`src/rtl/mem_access_stage_pkg.sv`:
```
// mem_pkg: shared types and helpers for the MEM stage
// funct3 access encodings, FSM states, byte-strobe bases and the alignment check.
package mem_pkg;
  typedef enum logic [2:0] {F3_B, F3_H, F3_W, F3_D, F3_BU, F3_HU, F3_WU, F3_DX} funct3_e;
  typedef enum logic {IDLE, ACCESS} state_e;
  localparam logic [7:0] STRB_B = 8'h01;
  localparam logic [7:0] STRB_H = 8'h03;
  localparam logic [7:0] STRB_W = 8'h0F;
  localparam logic [7:0] STRB_D = 8'hFF;
  function automatic logic [7:0] strb_base(input logic [1:0] sz);
    return sz == 2'd0 ? STRB_B : sz == 2'd1 ? STRB_H : sz == 2'd2 ? STRB_W : STRB_D;
  endfunction
  // An access is aligned when the address bits below its size are zero.
  function automatic logic is_aligned(input logic [1:0] sz, input logic [2:0] a);
    return (a & 3'((4'd1 << sz) - 4'd1)) == 3'd0;
  endfunction
endpackage

```
`src/rtl/mem_access_stage_if.sv`:
```
// mem_access_stage_if: data-memory req/ack port
// master (stage): req, we, addr, wdata, wstrb out; ack, rdata in. slave is the memory side.
interface mem_access_stage_if #(parameter int W = 64);
  logic           req;
  logic           we;
  logic [W-1:0]   addr;
  logic [W-1:0]   wdata;
  logic [W/8-1:0] wstrb;
  logic           ack;
  logic [W-1:0]   rdata;
  modport master(output req, we, addr, wdata, wstrb, input ack, rdata);
  modport slave(input req, we, addr, wdata, wstrb, output ack, rdata);
endinterface

```
`src/rtl/mem_access_stage_load_align.sv`:
```
// load_align: extracts the addressed lane from a read doubleword and extends it
// rdata_i read data, off_i byte offset, funct3_i size/sign, data_o extended load value.
module load_align
  import mem_pkg::*;
#(
  parameter int W = 64
) (
  input  logic [W-1:0] rdata_i,
  input  logic [2:0]   off_i,
  input  logic [2:0]   funct3_i,
  output logic [W-1:0] data_o
);
  logic [W-1:0] sh;
  assign sh = rdata_i >> {off_i, 3'b000};
  always_comb
    data_o = funct3_i == F3_B  ? {{(W-8){sh[7]}}, sh[7:0]} :
             funct3_i == F3_H  ? {{(W-16){sh[15]}}, sh[15:0]} :
             funct3_i == F3_W  ? {{(W-32){sh[31]}}, sh[31:0]} :
             funct3_i == F3_BU ? {{(W-8){1'b0}}, sh[7:0]} :
             funct3_i == F3_HU ? {{(W-16){1'b0}}, sh[15:0]} :
             funct3_i == F3_WU ? {{(W-32){1'b0}}, sh[31:0]} : sh;
endmodule

```
`src/rtl/mem_access_stage.sv`:
```
// mem_access_stage: pipeline MEM stage with req/ack data-memory port and watchdog
// Inputs: EX/MEM entry (in_*), flush. Outputs: stall_out, dmem master port, MEM/WB bundle (out_*).
module mem_access_stage
  import mem_pkg::*;
#(
  parameter int BUS_DATA_WIDTH = 64,
  parameter int TIMEOUT_CYCLES = 255
) (
  input  logic                      clk,
  input  logic                      reset_n,
  input  logic                      in_valid,
  input  logic                      in_mem_read,
  input  logic                      in_mem_write,
  input  logic                      in_mem_or_reg,
  input  logic                      in_reg_write,
  input  logic [2:0]                in_funct3,
  input  logic [BUS_DATA_WIDTH-1:0] in_result,
  input  logic [BUS_DATA_WIDTH-1:0] in_store_data,
  input  logic [4:0]                in_dest_reg,
  input  logic                      flush,
  output logic                      stall_out,
  mem_access_stage_if.master        dmem,
  output logic                      out_valid,
  output logic                      out_reg_write,
  output logic                      out_mem_or_reg,
  output logic [4:0]                out_dest_reg,
  output logic [BUS_DATA_WIDTH-1:0] out_alu_result,
  output logic [BUS_DATA_WIDTH-1:0] out_load_data,
  output logic                      out_misaligned,
  output logic                      out_bus_err
);
  localparam int W = BUS_DATA_WIDTH;
  localparam int SB = W / 8;
  state_e        state_q;
  logic [15:0]   cnt_q;
  logic          req_q, we_q, rw_q, mor_q;
  logic [W-1:0]  addr_q, wdata_q;
  logic [SB-1:0] wstrb_q;
  logic [2:0]    f3_q;
  logic [4:0]    dest_q;
  logic          ov_q, orw_q, omor_q, omis_q, obe_q;
  logic [4:0]    odest_q;
  logic [W-1:0]  oalu_q, old_q;
  logic          accept, mem_op, aligned, timeout;
  logic [W-1:0]  wdata_d, ld_data;
  logic [SB-1:0] wstrb_d;
  assign accept    = in_valid & ~flush & (state_q == IDLE);
  assign mem_op    = in_mem_read | in_mem_write;
  assign aligned   = is_aligned(in_funct3[1:0], in_result[2:0]);
  assign wdata_d   = in_store_data << {in_result[2:0], 3'b000};
  // A read takes priority over a simultaneous write, so no strobes are latched for it.
  assign wstrb_d   = in_mem_read ? '0 : SB'(strb_base(in_funct3[1:0])) << in_result[2:0];
  assign timeout   = cnt_q == 16'(TIMEOUT_CYCLES - 1);
  assign stall_out = (state_q == ACCESS) | (accept & mem_op & aligned);
  load_align #(.W(W)) u_align (
    .rdata_i (dmem.rdata),
    .off_i   (addr_q[2:0]),
    .funct3_i(f3_q),
    .data_o  (ld_data)
  );
  assign dmem.req       = req_q;
  assign dmem.we        = we_q;
  assign dmem.addr      = {addr_q[W-1:3], 3'b000};
  assign dmem.wdata     = wdata_q;
  assign dmem.wstrb     = wstrb_q;
  assign out_valid      = ov_q;
  assign out_reg_write  = orw_q;
  assign out_mem_or_reg = omor_q;
  assign out_dest_reg   = odest_q;
  assign out_alu_result = oalu_q;
  assign out_load_data  = old_q;
  assign out_misaligned = omis_q;
  assign out_bus_err    = obe_q;
  always_ff @(posedge clk or negedge reset_n)
    if (!reset_n) begin
      state_q <= IDLE;
      cnt_q   <= '0;
      req_q   <= 1'b0;
      we_q    <= 1'b0;
      rw_q    <= 1'b0;
      mor_q   <= 1'b0;
      addr_q  <= '0;
      wdata_q <= '0;
      wstrb_q <= '0;
      f3_q    <= '0;
      dest_q  <= '0;
      ov_q    <= 1'b0;
      orw_q   <= 1'b0;
      omor_q  <= 1'b0;
      omis_q  <= 1'b0;
      obe_q   <= 1'b0;
      odest_q <= '0;
      oalu_q  <= '0;
      old_q   <= '0;
    end else begin
      ov_q <= 1'b0;
      if (state_q == IDLE) begin
        if (accept & mem_op & aligned) begin
          state_q <= ACCESS;
          cnt_q   <= '0;
          req_q   <= 1'b1;
          we_q    <= in_mem_write & ~in_mem_read;
          rw_q    <= in_reg_write;
          mor_q   <= in_mem_or_reg;
          addr_q  <= in_result;
          wdata_q <= wdata_d;
          wstrb_q <= wstrb_d;
          f3_q    <= in_funct3;
          dest_q  <= in_dest_reg;
        end else if (accept) begin
          // Non-memory op passes straight through; a misaligned access retires flagged with no write-back.
          ov_q    <= 1'b1;
          orw_q   <= in_reg_write & ~mem_op;
          omor_q  <= in_mem_or_reg;
          odest_q <= in_dest_reg;
          oalu_q  <= in_result;
          old_q   <= '0;
          omis_q  <= mem_op;
          obe_q   <= 1'b0;
        end
      end else if (dmem.ack | timeout) begin
        // Ack wins over a coincident timeout.
        state_q <= IDLE;
        req_q   <= 1'b0;
        ov_q    <= 1'b1;
        orw_q   <= rw_q & dmem.ack;
        omor_q  <= mor_q;
        odest_q <= dest_q;
        oalu_q  <= addr_q;
        old_q   <= (dmem.ack & ~we_q) ? ld_data : '0;
        omis_q  <= 1'b0;
        obe_q   <= ~dmem.ack;
      end else
        cnt_q <= cnt_q + 16'd1;
    end
endmodule

```
`src/flat_wrapper.sv`:
```
// flat-port wrapper written by rule: the top's interface ports become plain ports
module mem_access_stage_flat import mem_pkg::*;
#(
  parameter int BUS_DATA_WIDTH = 64,
  parameter int TIMEOUT_CYCLES = 255
)
  (clk, reset_n, in_valid, in_mem_read, in_mem_write, in_mem_or_reg, in_reg_write, in_funct3, in_result, in_store_data, in_dest_reg, flush, stall_out, out_valid, out_reg_write, out_mem_or_reg, out_dest_reg, out_alu_result, out_load_data, out_misaligned, out_bus_err, dmem_req, dmem_we, dmem_addr, dmem_wdata, dmem_wstrb, dmem_ack, dmem_rdata);
  mem_access_stage_if #(.W(64)) dmem_i ();
  input  logic clk;
  input  logic reset_n;
  input  logic in_valid;
  input  logic in_mem_read;
  input  logic in_mem_write;
  input  logic in_mem_or_reg;
  input  logic in_reg_write;
  input  logic [2:0] in_funct3;
  input  logic [BUS_DATA_WIDTH-1:0] in_result;
  input  logic [BUS_DATA_WIDTH-1:0] in_store_data;
  input  logic [4:0] in_dest_reg;
  input  logic flush;
  output logic stall_out;
  output logic out_valid;
  output logic out_reg_write;
  output logic out_mem_or_reg;
  output logic [4:0] out_dest_reg;
  output logic [BUS_DATA_WIDTH-1:0] out_alu_result;
  output logic [BUS_DATA_WIDTH-1:0] out_load_data;
  output logic out_misaligned;
  output logic out_bus_err;
  output wire logic [$bits(dmem_i.req)-1:0] dmem_req;
  output wire logic [$bits(dmem_i.we)-1:0] dmem_we;
  output wire logic [$bits(dmem_i.addr)-1:0] dmem_addr;
  output wire logic [$bits(dmem_i.wdata)-1:0] dmem_wdata;
  output wire logic [$bits(dmem_i.wstrb)-1:0] dmem_wstrb;
  input wire logic [$bits(dmem_i.ack)-1:0] dmem_ack;
  input wire logic [$bits(dmem_i.rdata)-1:0] dmem_rdata;
  assign dmem_req = dmem_i.req;
  assign dmem_we = dmem_i.we;
  assign dmem_addr = dmem_i.addr;
  assign dmem_wdata = dmem_i.wdata;
  assign dmem_wstrb = dmem_i.wstrb;
  assign dmem_i.ack = dmem_ack;
  assign dmem_i.rdata = dmem_rdata;
  mem_access_stage #(.BUS_DATA_WIDTH(BUS_DATA_WIDTH), .TIMEOUT_CYCLES(TIMEOUT_CYCLES)) u_core (.clk(clk), .reset_n(reset_n), .in_valid(in_valid), .in_mem_read(in_mem_read), .in_mem_write(in_mem_write), .in_mem_or_reg(in_mem_or_reg), .in_reg_write(in_reg_write), .in_funct3(in_funct3), .in_result(in_result), .in_store_data(in_store_data), .in_dest_reg(in_dest_reg), .flush(flush), .stall_out(stall_out), .dmem(dmem_i), .out_valid(out_valid), .out_reg_write(out_reg_write), .out_mem_or_reg(out_mem_or_reg), .out_dest_reg(out_dest_reg), .out_alu_result(out_alu_result), .out_load_data(out_load_data), .out_misaligned(out_misaligned), .out_bus_err(out_bus_err));
endmodule
```
`config.mk`:
```
export PLATFORM = sky130hd
export DESIGN_NAME = mem_access_stage_flat
export DESIGN_NICKNAME = d
export VERILOG_FILES = /design/src/rtl/mem_access_stage_pkg.sv /design/src/rtl/mem_access_stage_if.sv /design/src/rtl/mem_access_stage_load_align.sv /design/src/rtl/mem_access_stage.sv /design/src/flat_wrapper.sv
export SDC_FILE = /design/constraint.sdc
export NUM_CORES = 1
export LEC_CHECK = 0
export ABC_AREA = 0
export BUFFER_PORTS_ARGS = -buffer_cell sky130_fd_sc_hd__buf_2
export CORE_ASPECT_RATIO = 0.8
export CORE_MARGIN = 5
export CORE_UTILIZATION = 57
export DETAILED_ROUTE_END_ITERATION = 16
export PLACE_DENSITY = 0.86
export SLEW_MARGIN = 0
export SYNTH_ARGS = -nofsm -noshare
export SYNTH_HDL_FRONTEND = slang
export SYNTH_HIERARCHICAL = 1
export SYNTH_SLANG_ARGS = --single-unit
```
`constraint.sdc`:
```
create_clock -name clk -period 4.9 [get_ports clk]
set_clock_uncertainty 0.2 [all_clocks]
set_input_delay 0.49 -clock clk [delete_from_list [all_inputs] [get_ports clk]]
set_output_delay 0.49 -clock clk [all_outputs]
set_load 0.02 [all_outputs]
```
# Word-level counts from Yosys, hierarchy flattened
# Cells that the tools add are included.
# op_classes
addsub,2
n_eq_ne,11
shifts,4
mux,51
n_bitwise,18
n_reduce_logical,9
# op_table
operator,count
64-bit 2-to-1 mux,15
64-bit by 6-bit left shift with 64-bit output,1
64-bit by 6-bit >> shifter with 64-bit output,1
16-bit 2-to-1 mux,3
8-bit 2-to-1 mux,4
1-bit 2-to-1 mux,25
5-bit 2-to-1 mux,4
"16-bit by 1-bit adder with 16-bit output, second input constant",1
"16-bit by 8-bit equality test with 1-bit output, second input constant",1
"3-bit equality test, second input constant",3
1-bit AND,8
8-bit by 3-bit left shift with 8-bit output,1
3-bit zero test,2
1-bit NOT,6
2-bit AND reduction,3
"2-bit inequality test, second input constant",2
2-bit nonzero test,2
3-bit AND,1
"3-bit by 1-bit equality test with 1-bit output, second input constant",1
"3-bit by 2-bit equality test with 1-bit output, second input constant",1
1-bit bitwise OR,3
3-bit AND reduction,1
"1-bit by 2-bit left shift with 3-bit output, first input constant",1
"3-bit by 1-bit subtractor with 3-bit output, second input constant",1
other kinds (4),4
# totals
regBits,303
input_bits,209
output_inout_bits,277
wordCells,114

# Depth between registers and ports, before layout
# logic_depth
ltp_word,10
mapped_depth,9
mapped_depth_nobuf,8

# By module
# Netlist, hierarchy kept.
# by_module_without_submodules
module,n_inst,cells_each,area_per_inst_um2,seq_area_each_um2
mem_access_stage,1,1339,14644.0,7582.3
load_align,1,353,2308.5,0.0

# Worst setup path before layout
# OpenSTA, ideal clock, no wires.
# synth_path
kind,input to output
startpoint,input in_funct3[0]
endpoint,output stall_out
arrival_ns,2.076
t_required_ns,4.210
slack_ns,2.134
cell_stages,8
path_buffers,2
path_cell_list,buf_6 > or2_2 > ha_1 > nor2b_1 > nor4_4 > nand2_2 > clkbuf_1 > nand2_1
# synth_via
elab_chain_len,6
# synth_rtl
element,line_no,rtl
from (decl),flat_wrapper.sv:16,input logic [2:0] in_funct3;
1-bit by 2-bit left shift with 3-bit output,mem_access_stage_pkg.sv:15,return (a & 3'((4'd1 << sz) - 4'd1)) == 3'd0;
3-bit by 1-bit subtractor with 3-bit output,mem_access_stage_pkg.sv:15,
3-bit AND,mem_access_stage_pkg.sv:15,
3-bit zero test,mem_access_stage_pkg.sv:15,
1-bit AND,mem_access_stage.sv:54,assign stall_out = (state_q == ACCESS) | (accept & mem_op & aligned);
1-bit bitwise OR,mem_access_stage.sv:54,
to (decl),flat_wrapper.sv:21,output logic stall_out;
# No other way between the ends.

# Worst setup path after layout
# layout_path
startpoint,input in_funct3[1]
endpoint,output stall_out
# Same word-level chain as after synthesis.

==> results.sh <==
export IMPL_synth_area_mm2=0.01695
export IMPL_grt_pass1_wl_um=90260
export IMPL_setup_tns_ns=0
export IMPL_p_per_area_mw_per_mm2=470.3
export IMPL_clk_pin_slew_ns=0.07
export IMPL_route_detailed_drc=0
export IMPL_clk_latency_ns=0.56
export IMPL_layout_common_cells="480 x buf_2, 301 x dfrtp_1, 136 x a21oi_1"
export IMPL_cts_buffers=30
export IMPL_ys_ff_latch=303
export IMPL_start_kind="primary input"
export IMPL_cts_sinks=303
export IMPL_fin_crit_sh=0.6789
export IMPL_required_ns=4.21
export IMPL_cts_tree="done"
export IMPL_io_buffers=482
export IMPL_antenna_found_initial=1
export IMPL_htreeDepth=1
export IMPL_postRouteAntennaNets=0
export IMPL_post_cts_buffers=0
export IMPL_initial_core_util=0.5774
export IMPL_place_congestion=0.9755
export IMPL_grt_use_total=0.3390
export IMPL_cts_buffer_depth=3
export IMPL_status="complete, no violations"
export IMPL_p_leak_nw=10.07
export IMPL_wl_per_cell_um=23.77
export IMPL_vias_per_cell=6.356
export IMPL_grt_max_degree=105
export IMPL_nNetsFinal=2302
export IMPL_wl_um=59280
export IMPL_first_pass_iters=5
export IMPL_syn_avg_cell_area_um2=10.02
export IMPL_hold_path_class="in2reg"
export IMPL_dr_first_iter_drc_count=1953
export IMPL_io_pins=486
export IMPL_path_class="in2out"
export IMPL_synthFlopType="dfrtp_1"
export IMPL_seq_area_mm2=0.007585
export IMPL_syn2layout_area_growth_pct=21.86
export IMPL_coreArea_mm2=0.02936
export IMPL_std_cell_rows=56
export IMPL_async_reset_ff_frac=1.000
export IMPL_fmax_mhz=300.6
export IMPL_seq_area_frac_synth=0.4473
export IMPL_slew_violations=0
export IMPL_finalSetupViolations=0
export IMPL_endpoint_kind="output pin"
export IMPL_rsz0062_at_grt="no"
export IMPL_die_x_um=202.8
export IMPL_drive_above_1_share=0.3422
export IMPL_fillerInstances=2095
export IMPL_root_buffer="clkbuf_16"
export IMPL_fp_dieH_um=164.3
export IMPL_hold_violations=0
export IMPL_yosysWarningCount=6
export IMPL_gr_total_overflow=0
export IMPL_crit_arrival_ns=2.64
export IMPL_ir_worst_vdd_mv=0.3126
export IMPL_synthCells=1692
export IMPL_slew_headroom=0.2830
export IMPL_cap_violations=0
export IMPL_hpwl_um=40070
export IMPL_die_area_mm2=0.03331
export IMPL_dr_total_vias=15852
export IMPL_multiInputGateArea_mm2=0.007923
export IMPL_cp_max_fo=101
export IMPL_synth_distinct_cells=71
export IMPL_synth_edff_count=0
export IMPL_tightest_slew_ns=1.076
export IMPL_final_common_cell="buf_2"
export IMPL_cts_resized=0
export IMPL_first_global_vias=15902
export IMPL_fin_crit_ns=3.326
export IMPL_utilization=0.7037
## logic make-up after synthesis
logic type,synth area share
fa+ha+maj,0.002214
xor+xnor,0.0005167
buf+inv,0.08805
simple gates,0.09196
other cells,0.0002212
mux,0.1598
flops,0.4473
compound gates,0.2100
## layer usage
layer,share of wire,vias to the layer above,GRT usage
li1,-,6877,-
met1,0.37,7693,0.4296
met2,0.48,1057,0.5540
met3,0.093,225,0.07304
met4,0.055,0,0.1746
met5,0,-,0
## path summary, 6_finish.rpt
kind	start	end	slack [ns]	cells after the start
worst min-delay path	in_result[30]	u_core/addr_q[30]$_DFFE_PN0P_	0.03	2
worst min register to register	u_core/out_load_data[61]$_DFFE_PN0P_	u_core/out_load_data[61]$_DFFE_PN0P_	0.30	1
worst max-delay path	in_funct3[1]	stall_out	1.57	8
min in group asynchronous	reset_n	u_core/addr_q[32]$_DFFE_PN0P_	0.35	2
worst max register to register	u_core/state_q$_DFF_PN0_	u_core/cnt_q[15]$_DFFE_PN0P_	1.66	5
max in group asynchronous	reset_n	u_core/dmem.wstrb[2]$_DFFE_PN0P_	3.00	3
## report_power, final
part,internal (mW),total [mW],switching [mW]
logic,1.32,3.61,2.29
registers,3.08,3.59,0.510
clock network,1.49,2.51,1.02
## area by class of cell
type / count / share of cell area
multi-input combinational: 1101 / 0.3835
sequential: 303 / 0.3671
timing repair buffer: 567 / 0.1586
clock buffer: 42 / 0.04149
tap: 377 / 0.02283
inverter: 87 / 0.01581
clock inverter: 13 / 0.01018
antenna: 4 / 0.0004845
## critical path, stage by stage
cell     delay (ns)
buf_2          0.15
or2_2          0.33
ha_1           0.30
nor2b_1        0.10
nor4_4         0.36
nand2_8        0.46
nand2_1        0.23
buf_2          0.19
## synthesized netlist by cell type, types with 3 or more instances
master,count,area (um2)
o31ai_1,25,187.7
a32oi_1,14,122.6
and3_1,8,50.05
nor2_1,117,439.2
clkbuf_1,62,232.7
nor3b_1,4,30.03
nand4_1,10,62.56
a22oi_1,7,52.55
nor2b_1,9,56.30
o221ai_1,4,35.03
o2bb2ai_1,8,70.07
mux2_2,123,1385
a211oi_1,81,608.1
mux4_2,16,360.4
a31oi_1,12,75.07
mux2i_1,94,940.9
or2_2,3,18.77
nand2b_1,34,212.7
nand2_1,86,322.8
o21ai_2,8,70.07
and2_1,4,25.02
ha_1,3,37.54
a21o_1,7,52.55
nor3_1,5,25.02
o22ai_1,5,31.28
a21oi_1,136,680.7
dfrtp_1,303,7582
o32ai_1,3,26.28
inv_1,85,319.1
o41ai_1,6,52.55
buf_2,53,265.3
o21ai_1,11,55.05
buf_4,73,548.0
a22o_1,67,586.8
buf_6,7,78.83
buf_1,7,26.28
o21ai_0,127,635.6
nand3_1,16,80.08
nor4_1,5,31.28
## through the flow
| stage | instances | hold WS, ns | instance area [um2] | worst slack (ns) | power (mW) |
|---|---|---|---|---|---|
| final | 2494 | 0.03256 | 20660 | 1.574 | 9.716 |
| after global placement | 2370 | 0.2846 | 18930 | 1.500 | 6.968 |
| after global routing | 2491 | 0.005097 | 20650 | 1.415 | 10.14 |
| after detailed placement | 2370 | 0.2885 | 18930 | 1.440 | 7.066 |
| after CTS | 2489 | 0.001633 | 20640 | 1.531 | 9.633 |
| after floorplan | 1694 | -0.005591 | 16960 | 2.134 | 6.006 |
## repair_timing
action / 4_1_cts / 5_1_grt
hold buffers: 64 / 1
endpoints found under the hold margin: 169 / 1
setup endpoints to repair: 0 / 0
Power figures use the tool's default switching activity.
